--- src/rtl/clk_power_sequencer_pkg.sv ---
// Shared definitions for the CPU clock/power sequencer: state encoding and default timing.
package pwr_pkg;

    localparam int unsigned STATE_W           = 3;
    localparam int unsigned DEF_CNT_W         = 16;
    localparam int unsigned DEF_GATE_CYCLES   = 4;
    localparam int unsigned DEF_SETTLE_CYCLES = 1024;

    typedef enum logic [STATE_W-1:0] {
        ST_RUN          = 3'd0,
        ST_HALT         = 3'd1,
        ST_STOP_GATE    = 3'd2,
        ST_STOP_OSC_OFF = 3'd3,
        ST_OSC_WAIT     = 3'd4
    } pwr_state_e;

endpackage

--- src/rtl/clk_power_sequencer_if.sv ---
// Request/status bundle between decoder/interrupt logic, clock generator and the sequencer.
interface clk_power_sequencer_if;
    import pwr_pkg::*;

    logic               halt_req;
    logic               stop_req;
    logic               wake;
    logic               joypad_wake;
    logic               osc_stable;
    logic               sync_reset;
    logic               clk_ena;
    logic               osc_ena;
    logic               halted;
    logic               stopped;
    logic               div_reset;
    logic               halt_skip;
    logic [STATE_W-1:0] state;

    modport master (
        output halt_req, stop_req, wake, joypad_wake, osc_stable, sync_reset,
        input  clk_ena, osc_ena, halted, stopped, div_reset, halt_skip, state
    );

    modport slave (
        input  halt_req, stop_req, wake, joypad_wake, osc_stable, sync_reset,
        output clk_ena, osc_ena, halted, stopped, div_reset, halt_skip, state
    );

endinterface

--- src/rtl/clk_power_sequencer_delay_counter.sv ---
// Loadable down-counter that saturates at zero; zero flag is registered alongside the count.
module pwr_delay_counter
    import pwr_pkg::*;
#(
    parameter int unsigned CNT_W = DEF_CNT_W
) (
    input  logic             clk_i,
    input  logic             reset_i,
    input  logic             load_i,
    input  logic [CNT_W-1:0] value_i,
    input  logic             dec_i,
    output logic             zero_o
);

    logic [CNT_W-1:0] cnt_q;
    logic [CNT_W-1:0] cnt_d;
    logic             zero_q;

    always_comb begin
        cnt_d = cnt_q;
        if (load_i) begin
            cnt_d = value_i;
        end else if (dec_i && (cnt_q != '0)) begin
            cnt_d = cnt_q - CNT_W'(1);
        end
    end

    always_ff @(posedge clk_i) begin
        if (reset_i) begin
            cnt_q  <= '0;
            zero_q <= 1'b1;
        end else begin
            cnt_q  <= cnt_d;
            zero_q <= (cnt_d == '0);
        end
    end

    assign zero_o = zero_q;

endmodule

--- src/rtl/clk_power_sequencer.sv ---
// HALT/STOP clock sequencer: gates CPU clock, stops/restarts the oscillator and sequences wake-up.
module clk_power_sequencer
    import pwr_pkg::*;
#(
    parameter int unsigned CNT_W         = DEF_CNT_W,
    parameter int unsigned GATE_CYCLES   = DEF_GATE_CYCLES,
    parameter int unsigned SETTLE_CYCLES = DEF_SETTLE_CYCLES
) (
    input  logic                  clk_i,
    input  logic                  reset_i,
    clk_power_sequencer_if.slave  pwr_if
);

    pwr_state_e       state_q;
    pwr_state_e       state_d;
    logic             cnt_load;
    logic             cnt_dec;
    logic             cnt_zero;
    logic [CNT_W-1:0] cnt_value;
    logic             div_reset_d;
    logic             halt_skip_d;

    logic             clk_ena_q;
    logic             osc_ena_q;
    logic             halted_q;
    logic             stopped_q;
    logic             div_reset_q;
    logic             halt_skip_q;

    pwr_delay_counter #(
        .CNT_W (CNT_W)
    ) u_delay (
        .clk_i   (clk_i),
        .reset_i (reset_i),
        .load_i  (cnt_load),
        .value_i (cnt_value),
        .dec_i   (cnt_dec),
        .zero_o  (cnt_zero)
    );

    // Next-state and counter control; sync_reset pulls straight back to RUN without a settle wait.
    always_comb begin
        state_d     = state_q;
        cnt_load    = 1'b0;
        cnt_value   = '0;
        cnt_dec     = 1'b0;
        div_reset_d = 1'b0;
        halt_skip_d = 1'b0;
        if (pwr_if.sync_reset) begin
            state_d = ST_RUN;
        end else begin
            case (state_q)
                ST_RUN: begin
                    if (pwr_if.stop_req) begin
                        state_d     = ST_STOP_GATE;
                        cnt_load    = 1'b1;
                        cnt_value   = CNT_W'(GATE_CYCLES - 1);
                        div_reset_d = 1'b1;
                    end else if (pwr_if.halt_req) begin
                        if (pwr_if.wake) begin
                            halt_skip_d = 1'b1;
                        end else begin
                            state_d = ST_HALT;
                        end
                    end
                end
                ST_HALT: begin
                    if (pwr_if.wake) begin
                        state_d = ST_RUN;
                    end
                end
                ST_STOP_GATE: begin
                    if (pwr_if.joypad_wake) begin
                        state_d = ST_RUN;
                    end else if (cnt_zero) begin
                        state_d = ST_STOP_OSC_OFF;
                    end else begin
                        cnt_dec = 1'b1;
                    end
                end
                ST_STOP_OSC_OFF: begin
                    if (pwr_if.joypad_wake) begin
                        state_d   = ST_OSC_WAIT;
                        cnt_load  = 1'b1;
                        cnt_value = CNT_W'(SETTLE_CYCLES);
                    end
                end
                ST_OSC_WAIT: begin
                    // Wake is committed here: only settle time and oscillator stability matter.
                    if (cnt_zero && pwr_if.osc_stable) begin
                        state_d = ST_RUN;
                    end else begin
                        cnt_dec = 1'b1;
                    end
                end
                default: begin
                    state_d = ST_RUN;
                end
            endcase
        end
    end

    // Outputs are registered from the next state so they track the state register exactly.
    always_ff @(posedge clk_i) begin
        if (reset_i) begin
            state_q     <= ST_RUN;
            clk_ena_q   <= 1'b1;
            osc_ena_q   <= 1'b1;
            halted_q    <= 1'b0;
            stopped_q   <= 1'b0;
            div_reset_q <= 1'b0;
            halt_skip_q <= 1'b0;
        end else begin
            state_q     <= state_d;
            clk_ena_q   <= (state_d == ST_RUN);
            osc_ena_q   <= (state_d != ST_STOP_OSC_OFF);
            halted_q    <= (state_d == ST_HALT);
            stopped_q   <= (state_d == ST_STOP_GATE) || (state_d == ST_STOP_OSC_OFF)
                        || (state_d == ST_OSC_WAIT);
            div_reset_q <= div_reset_d;
            halt_skip_q <= halt_skip_d;
        end
    end

    assign pwr_if.clk_ena   = clk_ena_q;
    assign pwr_if.osc_ena   = osc_ena_q;
    assign pwr_if.halted    = halted_q;
    assign pwr_if.stopped   = stopped_q;
    assign pwr_if.div_reset = div_reset_q;
    assign pwr_if.halt_skip = halt_skip_q;
    assign pwr_if.state     = state_q;

endmodule
--- src/flat_wrapper.sv ---
// flat-port wrapper written by rule: the top's interface ports become plain ports
module clk_power_sequencer_flat import pwr_pkg::*;
#(
    parameter int unsigned CNT_W         = DEF_CNT_W,
    parameter int unsigned GATE_CYCLES   = DEF_GATE_CYCLES,
    parameter int unsigned SETTLE_CYCLES = DEF_SETTLE_CYCLES
)
  (clk_i, reset_i, pwr_if_halt_req, pwr_if_stop_req, pwr_if_wake, pwr_if_joypad_wake, pwr_if_osc_stable, pwr_if_sync_reset, pwr_if_clk_ena, pwr_if_osc_ena, pwr_if_halted, pwr_if_stopped, pwr_if_div_reset, pwr_if_halt_skip, pwr_if_state);
  clk_power_sequencer_if pwr_if_i ();
  input  logic clk_i;
  input  logic reset_i;
  input wire logic [$bits(pwr_if_i.halt_req)-1:0] pwr_if_halt_req;
  input wire logic [$bits(pwr_if_i.stop_req)-1:0] pwr_if_stop_req;
  input wire logic [$bits(pwr_if_i.wake)-1:0] pwr_if_wake;
  input wire logic [$bits(pwr_if_i.joypad_wake)-1:0] pwr_if_joypad_wake;
  input wire logic [$bits(pwr_if_i.osc_stable)-1:0] pwr_if_osc_stable;
  input wire logic [$bits(pwr_if_i.sync_reset)-1:0] pwr_if_sync_reset;
  output wire logic [$bits(pwr_if_i.clk_ena)-1:0] pwr_if_clk_ena;
  output wire logic [$bits(pwr_if_i.osc_ena)-1:0] pwr_if_osc_ena;
  output wire logic [$bits(pwr_if_i.halted)-1:0] pwr_if_halted;
  output wire logic [$bits(pwr_if_i.stopped)-1:0] pwr_if_stopped;
  output wire logic [$bits(pwr_if_i.div_reset)-1:0] pwr_if_div_reset;
  output wire logic [$bits(pwr_if_i.halt_skip)-1:0] pwr_if_halt_skip;
  output wire logic [$bits(pwr_if_i.state)-1:0] pwr_if_state;
  assign pwr_if_i.halt_req = pwr_if_halt_req;
  assign pwr_if_i.stop_req = pwr_if_stop_req;
  assign pwr_if_i.wake = pwr_if_wake;
  assign pwr_if_i.joypad_wake = pwr_if_joypad_wake;
  assign pwr_if_i.osc_stable = pwr_if_osc_stable;
  assign pwr_if_i.sync_reset = pwr_if_sync_reset;
  assign pwr_if_clk_ena = pwr_if_i.clk_ena;
  assign pwr_if_osc_ena = pwr_if_i.osc_ena;
  assign pwr_if_halted = pwr_if_i.halted;
  assign pwr_if_stopped = pwr_if_i.stopped;
  assign pwr_if_div_reset = pwr_if_i.div_reset;
  assign pwr_if_halt_skip = pwr_if_i.halt_skip;
  assign pwr_if_state = pwr_if_i.state;
  clk_power_sequencer #(.CNT_W(CNT_W), .GATE_CYCLES(GATE_CYCLES), .SETTLE_CYCLES(SETTLE_CYCLES)) u_core (.clk_i(clk_i), .reset_i(reset_i), .pwr_if(pwr_if_i));
endmodule
--- config.mk ---
export PLATFORM = sky130hd
export DESIGN_NAME = clk_power_sequencer_flat
export DESIGN_NICKNAME = d
export VERILOG_FILES = /design/src/rtl/clk_power_sequencer_pkg.sv /design/src/rtl/clk_power_sequencer_if.sv /design/src/rtl/clk_power_sequencer_delay_counter.sv /design/src/rtl/clk_power_sequencer.sv /design/src/flat_wrapper.sv
export SDC_FILE = /design/constraint.sdc
export NUM_CORES = 1
export LEC_CHECK = 0
export CAP_MARGIN = 20
export CORE_MARGIN = 10
export CORE_UTILIZATION = 50
export DETAILED_ROUTE_END_ITERATION = 8
export HOLD_SLACK_MARGIN = 0.06
export PLACE_DENSITY = 0.73
export REMOVE_ABC_BUFFERS = 1
export SLEW_MARGIN = 20
export SYNTH_ARGS = -nofsm -noshare
export SYNTH_HDL_FRONTEND = slang
export SYNTH_HIERARCHICAL = 1
export SYNTH_SLANG_ARGS = --single-unit
--- constraint.sdc ---
create_clock -name clk_i -period 8.13 [get_ports clk_i]
set_input_delay 1.2195 -clock clk_i [delete_from_list [all_inputs] [get_ports clk_i]]
set_output_delay 1.2195 -clock clk_i [all_outputs]
set_load 0.01 [all_outputs]
Yosys cells after proc, flatten, opt, wreduce, memory -nomap -nowiden:

Index checks and enable logic that the tools add are counted.

* memories: 0
* output and inout bits: 9
* word-level logic and storage cells: 57
* RAM bits: 0
* input port bits: 8
* bits in registers: 26
* bits in read-only memories: 0
* bits in latches: 0

* multiplexer cells: 26
* $lt $le $gt $ge: 0
* shifts and indexed selects: 0
* divide/modulo/power cells: 0
* eq/ne operators: 9
* bitwise gates (word level): 2
* multiply operators: 0
* reduce and logical (&&, ||, !) cells: 10
* add/sub/neg operators: 1

Operator list (number)
* $mux 16: 3
* $pmux 16 s2: 1
* $mux 3: 9
* $logic_not 16->1: 1
* $reduce_bool 16->1: 1
* $sub 16x1->16 const B: 1
* $pmux 3 s5: 1
* $eq 3x2->1 const B: 4
* $mux 11: 1
* $mux 1: 8
* $eq 3x1->1 const B: 2
* $eq 3x3->1 const B: 2
* $logic_not 3->1: 2
* $reduce_or 5->1: 1
* $pmux 1 s2: 2
* $ne 3x2->1 const B: 1
* $reduce_or 3->1: 1
* $logic_and 1x1->1: 2
* $logic_or 1x1->1: 2
* $mux 2: 1
* $not 1->1: 2

Depth between registers and ports, before layout:

Gate-level depths: netlist of run 1.

* depth after elaboration: 8
* gate-level depth with buffers: 12

Cells and area by module:

Netlist of run 1, hierarchy kept.

Modules (own cells, without submodules)
* pwr_delay_counter: cells an instance 135, instances 1, area each 1118.6 um2
* clk_power_sequencer: cells an instance 47, instances 1, area each 439.2 um2

Worst setup path after synthesis of run 1:

Ideal clock, no wire load.

* kind: input to register
* start: in pwr_if_osc_stable
* end: reg u_core.u_delay.zero_q (netlist: u_core/u_delay/zero_o)
* required time: 8.034 ns
* cell stages on the path: 10
* setup slack: 4.332 ns
* library setup time: 0.096 ns
* data arrival time: 3.703 ns
* cell sequence: a211oi_1 a21oi_1 nor3_1 or4b_1 clkbuf_1 or2_2 o31a_1 o31ai_1 nand4_1 o41ai_2

* longest elaborated chain between the ends: 8

RTL lines
* start, declared: RTL line flat_wrapper.sv:16 `input wire logic [$bits(pwr_if_i.osc_stable)-1:0] pwr_if_osc_stable;`
* $logic_and 1x1->1: RTL line clk_power_sequencer.sv:90 `if (cnt_zero && pwr_if.osc_stable) begin`
* $mux 1: RTL line clk_power_sequencer.sv:90
* $pmux 1 s2: RTL line clk_power_sequencer.sv:52 `case (state_q)`
* $mux 1: RTL line clk_power_sequencer.sv:49 `if (pwr_if.sync_reset) begin`
* via u_core.cnt_dec: RTL line clk_power_sequencer.sv:17 `logic cnt_dec;`
* $logic_and 1x1->1: RTL line clk_power_sequencer_delay_counter.sv:23 `end else if (dec_i && (cnt_q != '0)) begin`
* $mux 16: RTL line clk_power_sequencer_delay_counter.sv:23
* $mux 16: RTL line clk_power_sequencer_delay_counter.sv:21 `if (load_i) begin`
* $logic_not 16->1: RTL line clk_power_sequencer_delay_counter.sv:34 `zero_q <= (cnt_d == '0);`
* end signal, assigned: RTL line clk_power_sequencer_delay_counter.sv:34
* end, declared: RTL line clk_power_sequencer_delay_counter.sv:17 `logic zero_q;`

The timed path passes the listed nets, and every way through them passes these cells.
A chain may end at the register's enable or synchronous reset.

Worst setup path in the final report of run 1:

* start: in pwr_if_joypad_wake
* end: reg u_core.u_delay.zero_q (netlist: u_core/u_delay/zero_o)

* longest elaborated chain between the ends: 7

RTL lines
* start, declared: RTL line flat_wrapper.sv:15 `input wire logic [$bits(pwr_if_i.joypad_wake)-1:0] pwr_if_joypad_wake;`
* $mux 1: RTL line clk_power_sequencer.sv:73 `if (pwr_if.joypad_wake) begin`
* $pmux 1 s2: RTL line clk_power_sequencer.sv:52
* $mux 1: RTL line clk_power_sequencer.sv:49
* via u_core.cnt_dec: RTL line clk_power_sequencer.sv:17
* $logic_and 1x1->1: RTL line clk_power_sequencer_delay_counter.sv:23
* $mux 16: RTL line clk_power_sequencer_delay_counter.sv:23
* $mux 16: RTL line clk_power_sequencer_delay_counter.sv:21
* $logic_not 16->1: RTL line clk_power_sequencer_delay_counter.sv:34

The timed path passes the listed nets, and every way through them passes these cells.

==> impl_metrics.env, run 1 <==
export IMPL_rsz0062_at_grt="false"
export IMPL_finish_utilization=0.600
export IMPL_vdd_ir_drop_worst_mv=0.0774
export IMPL_drt_iter0_markers=83
export IMPL_synthesis_instances=182
export IMPL_clk_transition_reported_paths_ns=0.14
export IMPL_antenna_left=0
export IMPL_globalRouteOverflowTotal=0
export IMPL_area_inside_the_core_boundary_um2=3030
export IMPL_worst_pin_slew_ns=0.886
export IMPL_finalWeightedCongestion=0.833
export IMPL_power_total_w=0.000302
export IMPL_post_route_setup_tns_ns=0
export IMPL_worstPathRequired_ns=8.37
export IMPL_timing_final_hold_violations=0
export IMPL_skew_ns=0.0115
export IMPL_design_final_nets=216
export IMPL_die_area_um2=5750
export IMPL_worst_hold_path_type="register to register"
export IMPL_area_delta_synth_final_pct=16.7
export IMPL_worstSetupPathType="input port to register"
export IMPL_io_buffer_count=16
export IMPL_final_setup_viol_count=0
export IMPL_setup_reg_to_reg_worst_slack_ns=4.38
export IMPL_hold_path_end="u_core/u_delay/cnt_q[5]"
export IMPL_io_pins=17
export IMPL_detail_route_wirelength_um=3680
export IMPL_first_global_vias=1339
export IMPL_num_vias=1446
export IMPL_power_density_nw_per_um2=166
export IMPL_timing_critical_path_fanout_max=8
export IMPL_clock_sinks=26
export IMPL_post_cts_repair_setup_buffers=0
export IMPL_cts_hold_buf=0
export IMPL_cts_buffers_inserted=3
export IMPL_worstSkewPairLatency_ns=0.33
export IMPL_antenna_violations_before_repair=0
export IMPL_cts_htree_levels=1
export IMPL_synthesis_area_um2=1560
export IMPL_avgSynthCellArea_um2=8.56
export IMPL_timing_max_transition_violations_final=0
export IMPL_floorplan_initialDensity=0.514
export IMPL_wl_per_cell_um=14.8
export IMPL_drt_pass1_iter_count=4
export IMPL_core_rows=20
export IMPL_cap_viol_max_count=0
export IMPL_synth_cell_types=54
export IMPL_synth_seq_area_share=0.334
export IMPL_cp_data_arrival_time_ns=4.67
export IMPL_final_worst_path_period_need_ns=4.43
export IMPL_largest_net_degree_at_the_start_of_global_routing=30
export IMPL_total_leakage_power_nw=0.659
export IMPL_die_height_um=75.8
export IMPL_cp_end_kind="register"
export IMPL_first_pass_grt_wire_length_um=5990
export IMPL_hold_path_cell_count=4
export IMPL_synth_async_reset_ratio=0
export IMPL_path_common_cell="sky130_fd_sc_hd__nor3_1"
export IMPL_cell_at_the_root_of_the_clock_tree="sky130_fd_sc_hd__clkbuf_4"
export IMPL_cts_repair_resize_count=0
export IMPL_vias_per_cell=5.81
export IMPL_crit_path_cell_trace="clkdlybuf4s50_1 > nor3_1 > a21oi_1 > nor3_1 > or4b_1 > or2_2 > o31a_1 > o31ai_1 > nand4_1 > o41ai_2"
export IMPL_reg2reg_depth=10
export IMPL_min_period_over_period=0.545
export IMPL_cts_path_max_buffers=2
export IMPL_clock_tree_from_tritoncts="yes"
export IMPL_floorplan_die_width_um=75.8
export IMPL_hp_start="u_core/u_delay/cnt_q[5]"
export IMPL_antennaDiodeCount=0
export IMPL_achievable_frequency_mhz=226
export IMPL_crit_reg2reg_capture="u_core/u_delay/zero_o"
export IMPL_yosys_warnings=6
export IMPL_synth_edff_count=0
export IMPL_timing_critical_path_from_type="input port"
export IMPL_largest_stage_delay_on_the_critical_path_ns=0.66
export IMPL_synth_flop_cell="sky130_fd_sc_hd__dfxtp_1"
export IMPL_layout_drive_gt1_share=0.0927
export IMPL_status="finished, final reports clean"
export IMPL_timing_max_slew_rel_slack=0.409
export IMPL_detailed_place_hpwl_um=2720
export IMPL_timing_critical_path_slowest_stage_cell="sky130_fd_sc_hd__or4b_1"
export IMPL_yosys_register_bits=26
export IMPL_crit_reg2reg_launch="u_core/pwr_if.state[2]"
export IMPL_groute_usage_overall=0.133
export IMPL_remaining_routing_drc_violations=0
[cell type report]
type                    instances  area (um2)
fillers                       268        1210
clock inverters                 1        30.0
well taps                      44        55.1
repair buffers                 16         160
clock buffers                   3        22.5
flip-flops and latches         26         520
inverters                       7        26.3
multi-input cells             152        1000
[routing by layer]
layer	up-vias	wire length [um]	part of all wire	global-route usage
met3	4	155	0.042	0.0391
met4	0	28	0.0076	0.0330
met2	17	1900	0.52	0.242
met5	-	0	0	0
li1	719	-	-	-
met1	706	1600	0.43	0.147
[metrics by stage]
step	instance area [um2]	setup WS (ns)	hold slack (ns)	instances
after floorplan	1550	4.34	0.594	185
after global placement	1770	3.44	0.637	245
after detailed placement	1770	3.42	0.648	245
after CTS	1820	3.76	0.674	249
after global routing	1820	3.44	0.723	249
final	1820	3.70	0.683	249
[how the worst max path moves through the flow]
stage               slack, ns          startpoint                     to
finish                   3.70  pwr_if_joypad_wake  u_core/u_delay/zero_o
global route             3.44  pwr_if_joypad_wake  u_core/u_delay/zero_o
CTS                      3.76  pwr_if_joypad_wake  u_core/u_delay/zero_o
detailed placement       3.42  pwr_if_joypad_wake  u_core/u_delay/zero_o
global placement         3.44  pwr_if_joypad_wake  u_core/u_delay/zero_o
floorplan                4.34   pwr_if_osc_stable  u_core/u_delay/zero_o
[where the power goes]
group	internal, W	leakage (nW)	switching [W]
registers	0.000134	0.213	0.00000720
logic	0.0000294	0.418	0.0000404
clock network	0.0000499	0.0279	0.0000411
[sequential cells by signal, indices dropped and copies added, names as in the netlist]
signal,flops
u_core/pwr_if.halted,1
u_core/pwr_if.clk_ena,1
u_core/pwr_if.osc_ena,1
u_core/u_delay/cnt_q,16
u_core/pwr_if.stopped,1
u_core/pwr_if.div_reset,1
u_core/u_delay/zero_o,1
u_core/pwr_if.state,3
u_core/pwr_if.halt_skip,1
[layout by cell type (no fill, tap or decap), types with 2 or more instances in the layout]
| master | netlist | final |
|---|---|---|
| sky130_fd_sc_hd__a211oi_1 | 3 | 3 |
| sky130_fd_sc_hd__a211oi_2 | 3 | 3 |
| sky130_fd_sc_hd__a21oi_1 | 8 | 8 |
| sky130_fd_sc_hd__and2_1 | 2 | 2 |
| sky130_fd_sc_hd__and3_1 | 2 | 2 |
| sky130_fd_sc_hd__clkbuf_4 | 0 | 3 |
| sky130_fd_sc_hd__clkdlybuf4s50_1 | 0 | 16 |
| sky130_fd_sc_hd__conb_1 | 1 | 14 |
| sky130_fd_sc_hd__dfxtp_1 | 26 | 26 |
| sky130_fd_sc_hd__ha_1 | 2 | 2 |
| sky130_fd_sc_hd__inv_1 | 7 | 7 |
| sky130_fd_sc_hd__nand2_1 | 8 | 8 |
| sky130_fd_sc_hd__nand2b_1 | 7 | 7 |
| sky130_fd_sc_hd__nand3_1 | 4 | 4 |
| sky130_fd_sc_hd__nand4_1 | 2 | 2 |
| sky130_fd_sc_hd__nor2_1 | 19 | 19 |
| sky130_fd_sc_hd__nor3_1 | 7 | 7 |
| sky130_fd_sc_hd__nor4_1 | 10 | 10 |
| sky130_fd_sc_hd__o21ai_0 | 8 | 8 |
| sky130_fd_sc_hd__o31a_1 | 5 | 5 |
| sky130_fd_sc_hd__o31ai_1 | 8 | 8 |
| sky130_fd_sc_hd__or2_2 | 2 | 2 |
| sky130_fd_sc_hd__or3_1 | 6 | 6 |
| sky130_fd_sc_hd__or4_1 | 2 | 2 |
| sky130_fd_sc_hd__or4_4 | 2 | 2 |
| sky130_fd_sc_hd__or4b_1 | 2 | 2 |
| sky130_fd_sc_hd__xnor2_1 | 2 | 2 |
[logic make-up (layout without fill, tap and decap cells)]
family,Yosys count,in the layout,share of synthesized area
xor gates and xnor gates,2,2,0.0112
and+or+nand+nor,88,88,0.356
adders and majority gates,2,2,0.0161
buffers and inverters,17,27,0.0530
other,1,14,0.00241
AOI/OAI and AO/OA,44,44,0.211
DFF,26,26,0.334
muxes,2,2,0.0161
[cell usage after synthesis, types with 3 or more instances]
master	instances	share of area
sky130_fd_sc_hd__nand2_1	8	0.019
sky130_fd_sc_hd__nand2b_1	7	0.028
sky130_fd_sc_hd__dfxtp_1	26	0.33
sky130_fd_sc_hd__nand3_1	4	0.013
sky130_fd_sc_hd__inv_1	7	0.017
sky130_fd_sc_hd__nor3_1	7	0.022
sky130_fd_sc_hd__o31ai_1	8	0.039
sky130_fd_sc_hd__nor2_1	19	0.046
sky130_fd_sc_hd__or3_1	6	0.024
sky130_fd_sc_hd__o21ai_0	8	0.026
sky130_fd_sc_hd__o31a_1	5	0.028
sky130_fd_sc_hd__a211oi_2	3	0.024
sky130_fd_sc_hd__clkbuf_1	4	0.0096
sky130_fd_sc_hd__a211oi_1	3	0.014
sky130_fd_sc_hd__nor4_1	10	0.040
sky130_fd_sc_hd__a21oi_1	8	0.026
[worst max-delay path: cells and delay by family]
kind                   cells  cell delay, ns
buffers and inverters      1            0.49
and+or+nand+nor            5            2.03
AOI/OAI and AO/OA          4            0.94
Note: power is estimated with default switching activity, not from simulation.
==> run 2, diff against run 1 <==
PLACE_DENSITY = 0.76   (was 0.73)
clock period = 3.8 ns   (was 8.13 ns; I/O delays follow)
==> impl_metrics.env, run 2 (synthesis gave the netlist of run 1 again) <==
export IMPL_status="finished, final reports clean"
export IMPL_timing_max_transition_violations_final=0
export IMPL_timing_critical_path_fanout_max=7
export IMPL_hold_path_end="u_core/u_delay/cnt_q[15]"
export IMPL_antennaDiodeCount=0
export IMPL_core_rows=20
export IMPL_largest_reg_flops=16
export IMPL_worst_pin_slew_ns=0.842
export IMPL_post_layout_nonfiller_instances=252
export IMPL_hold_path_cell_count=2
export IMPL_antenna_violations_before_repair=0
export IMPL_worstSetupPathType="input port to register"
export IMPL_rsz0062_at_grt="false"
export IMPL_achievable_frequency_mhz=307
export IMPL_detailed_place_hpwl_um=2820
export IMPL_final_worst_path_period_need_ns=3.26
export IMPL_total_leakage_power_nw=0.674
export IMPL_finalWeightedCongestion=0.859
export IMPL_vdd_ir_drop_worst_mv=0.184
export IMPL_worstSkewPairLatency_ns=0.32
export IMPL_largest_net_degree_at_the_start_of_global_routing=23
export IMPL_clock_sinks=26
export IMPL_remaining_routing_drc_violations=0
export IMPL_setup_reg_to_reg_worst_slack_ns=0.57
export IMPL_layout_cells_most_common_list="sky130_fd_sc_hd__dfxtp_1, sky130_fd_sc_hd__nor2_1, sky130_fd_sc_hd__clkdlybuf4s50_1"
export IMPL_largest_stage_delay_on_the_critical_path_ns=0.58
export IMPL_layout_drive_gt1_share=0.106
export IMPL_worst_hold_path_type="register to register"
export IMPL_final_common_cell="sky130_fd_sc_hd__dfxtp_1"
export IMPL_cp_data_arrival_time_ns=3.50
export IMPL_skew_ns=0.00909
export IMPL_power_density_nw_per_um2=350
export IMPL_post_route_setup_tns_ns=0
export IMPL_timing_max_slew_rel_slack=0.437
export IMPL_cap_viol_max_count=0
export IMPL_post_cts_repair_setup_buffers=0
export IMPL_cts_buffers_inserted=3
export IMPL_cts_hold_buf=0
export IMPL_timing_final_hold_violations=0
export IMPL_final_setup_viol_count=0
export IMPL_cts_repair_resize_count=0
export IMPL_design_final_nets=219
export IMPL_hp_start="u_core/u_delay/cnt_q[15]"
export IMPL_detail_route_wirelength_um=3700
export IMPL_area_of_all_placed_cells_without_fillers_um2=1840
export IMPL_cts_path_max_buffers=2
export IMPL_place_inst=248
export IMPL_timing_critical_path_from_type="input port"
export IMPL_first_global_vias=1454
export IMPL_cp_end_kind="register"
export IMPL_layout_filler_cells=287
export IMPL_floorplan_initialDensity=0.514
export IMPL_max_flop_register="u_core/u_delay/cnt_q"
export IMPL_reg2reg_depth=10
export IMPL_crit_path_cell_trace="clkdlybuf4s50_1 > a211oi_1 > a21oi_1 > nor3_1 > or4b_1 > or2_2 > o31a_1 > o31ai_1 > nand4_1 > o41ai_2"
export IMPL_fin_worst_hold_slack_ns=0.661
export IMPL_placement_setup_worst_slack_ns=0.237
export IMPL_die_height_um=75.8
export IMPL_dpl_instance_area_um2=1790
export IMPL_io_pins=17
export IMPL_area_inside_the_core_boundary_um2=3030
export IMPL_cts_htree_levels=1
export IMPL_first_pass_grt_wire_length_um=6460
export IMPL_groute_usage_overall=0.141
export IMPL_worstPathRequired_ns=4.04
export IMPL_cell_at_the_root_of_the_clock_tree="sky130_fd_sc_hd__clkbuf_4"
export IMPL_num_vias=1438
export IMPL_area_delta_synth_final_pct=18.2
export IMPL_antenna_left=0
export IMPL_io_buffer_count=16
export IMPL_wl_per_cell_um=14.7
export IMPL_crit_reg2reg_capture="u_core/u_delay/zero_o"
export IMPL_clk_transition_reported_paths_ns=0.15
export IMPL_setup_ws_ns=0.539
export IMPL_floorplan_die_width_um=75.8
export IMPL_globalRouteOverflowTotal=0
export IMPL_clock_tree_from_tritoncts="yes"
export IMPL_timing_critical_path_slowest_stage_cell="sky130_fd_sc_hd__or4b_1"
export IMPL_drt_iter0_markers=105
export IMPL_crit_reg2reg_launch="u_core/pwr_if.state[2]"
export IMPL_min_period_over_period=0.858
export IMPL_vias_per_cell=5.71
export IMPL_die_area_um2=5750
export IMPL_drt_pass1_iter_count=4
[run 2: cell count changes in the layout (fill, tap and decap cells not counted), sizes merged]
cell  previous run  this run
buf              0         3
[run 2: area by class of cell]
| type | instances | area (um2) | area share |
|---|---|---|---|
| clock buffers | 3 | 22.5 | 0.0122 |
| well taps | 44 | 55.1 | 0.0299 |
| flip-flops and latches | 26 | 520 | 0.283 |
| clock inverters | 1 | 30.0 | 0.0163 |
| repair buffers | 19 | 183 | 0.0993 |
| inverters | 7 | 26.3 | 0.0143 |
| multi-input cells | 152 | 1000 | 0.545 |
[run 2: worst max-delay path by stage]
| stage | startpoint | end | slack, ns | depth (start not counted) |
|---|---|---|---|---|
| final | pwr_if_osc_stable | u_core/u_delay/zero_o | 0.54 | 10 |
| after global routing | pwr_if_joypad_wake | u_core/u_delay/zero_o | 0.21 | 10 |
| after CTS | pwr_if_joypad_wake | u_core/u_delay/zero_o | 0.58 | 10 |
| after detailed placement | pwr_if_osc_stable | u_core/u_delay/zero_o | 0.24 | 11 |
| after global placement | pwr_if_joypad_wake | u_core/u_delay/zero_o | 0.33 | 11 |
| after floorplan | u_core/pwr_if.state[2] | u_core/u_delay/zero_o | 0.65 | 10 |
[run 2: per-layer routing]
| metal | vias up | wire (um) | track usage |
|---|---|---|---|
| li1 | 725 | - | - |
| met4 | 0 | 0 | 0.0268 |
| met5 | - | 0 | 0 |
| met3 | 0 | 143 | 0.0339 |
| met2 | 26 | 1900 | 0.259 |
| met1 | 687 | 1660 | 0.160 |
[run 2: stage by stage]
step,util,power [W]
2_1_floorplan,-,0.000411
3_3_place_gp,0.590,0.000454
3_5_place_dp,0.590,0.000458
4_1_cts,0.608,0.000651
5_1_grt,0.608,0.000680
6_report,0.608,0.000644
[run 2: worst max-delay path, delay by kind of cell]
kind | cells | cell delay, ns
and+or+nand+nor | 4 | 1.31
AOI/OAI and AO/OA | 5 | 1.19
buffers and inverters | 1 | 0.42
[run 2: report_power, final]
part	switching, W	internal, W	total (W)	leakage [nW]
Combinational	0.0000858	0.0000645	0.000150	0.433
Sequential	0.0000157	0.000288	0.000303	0.213
Clock	0.0000838	0.000107	0.000190	0.0279
Total	0.000185	0.000459	0.000644	0.674
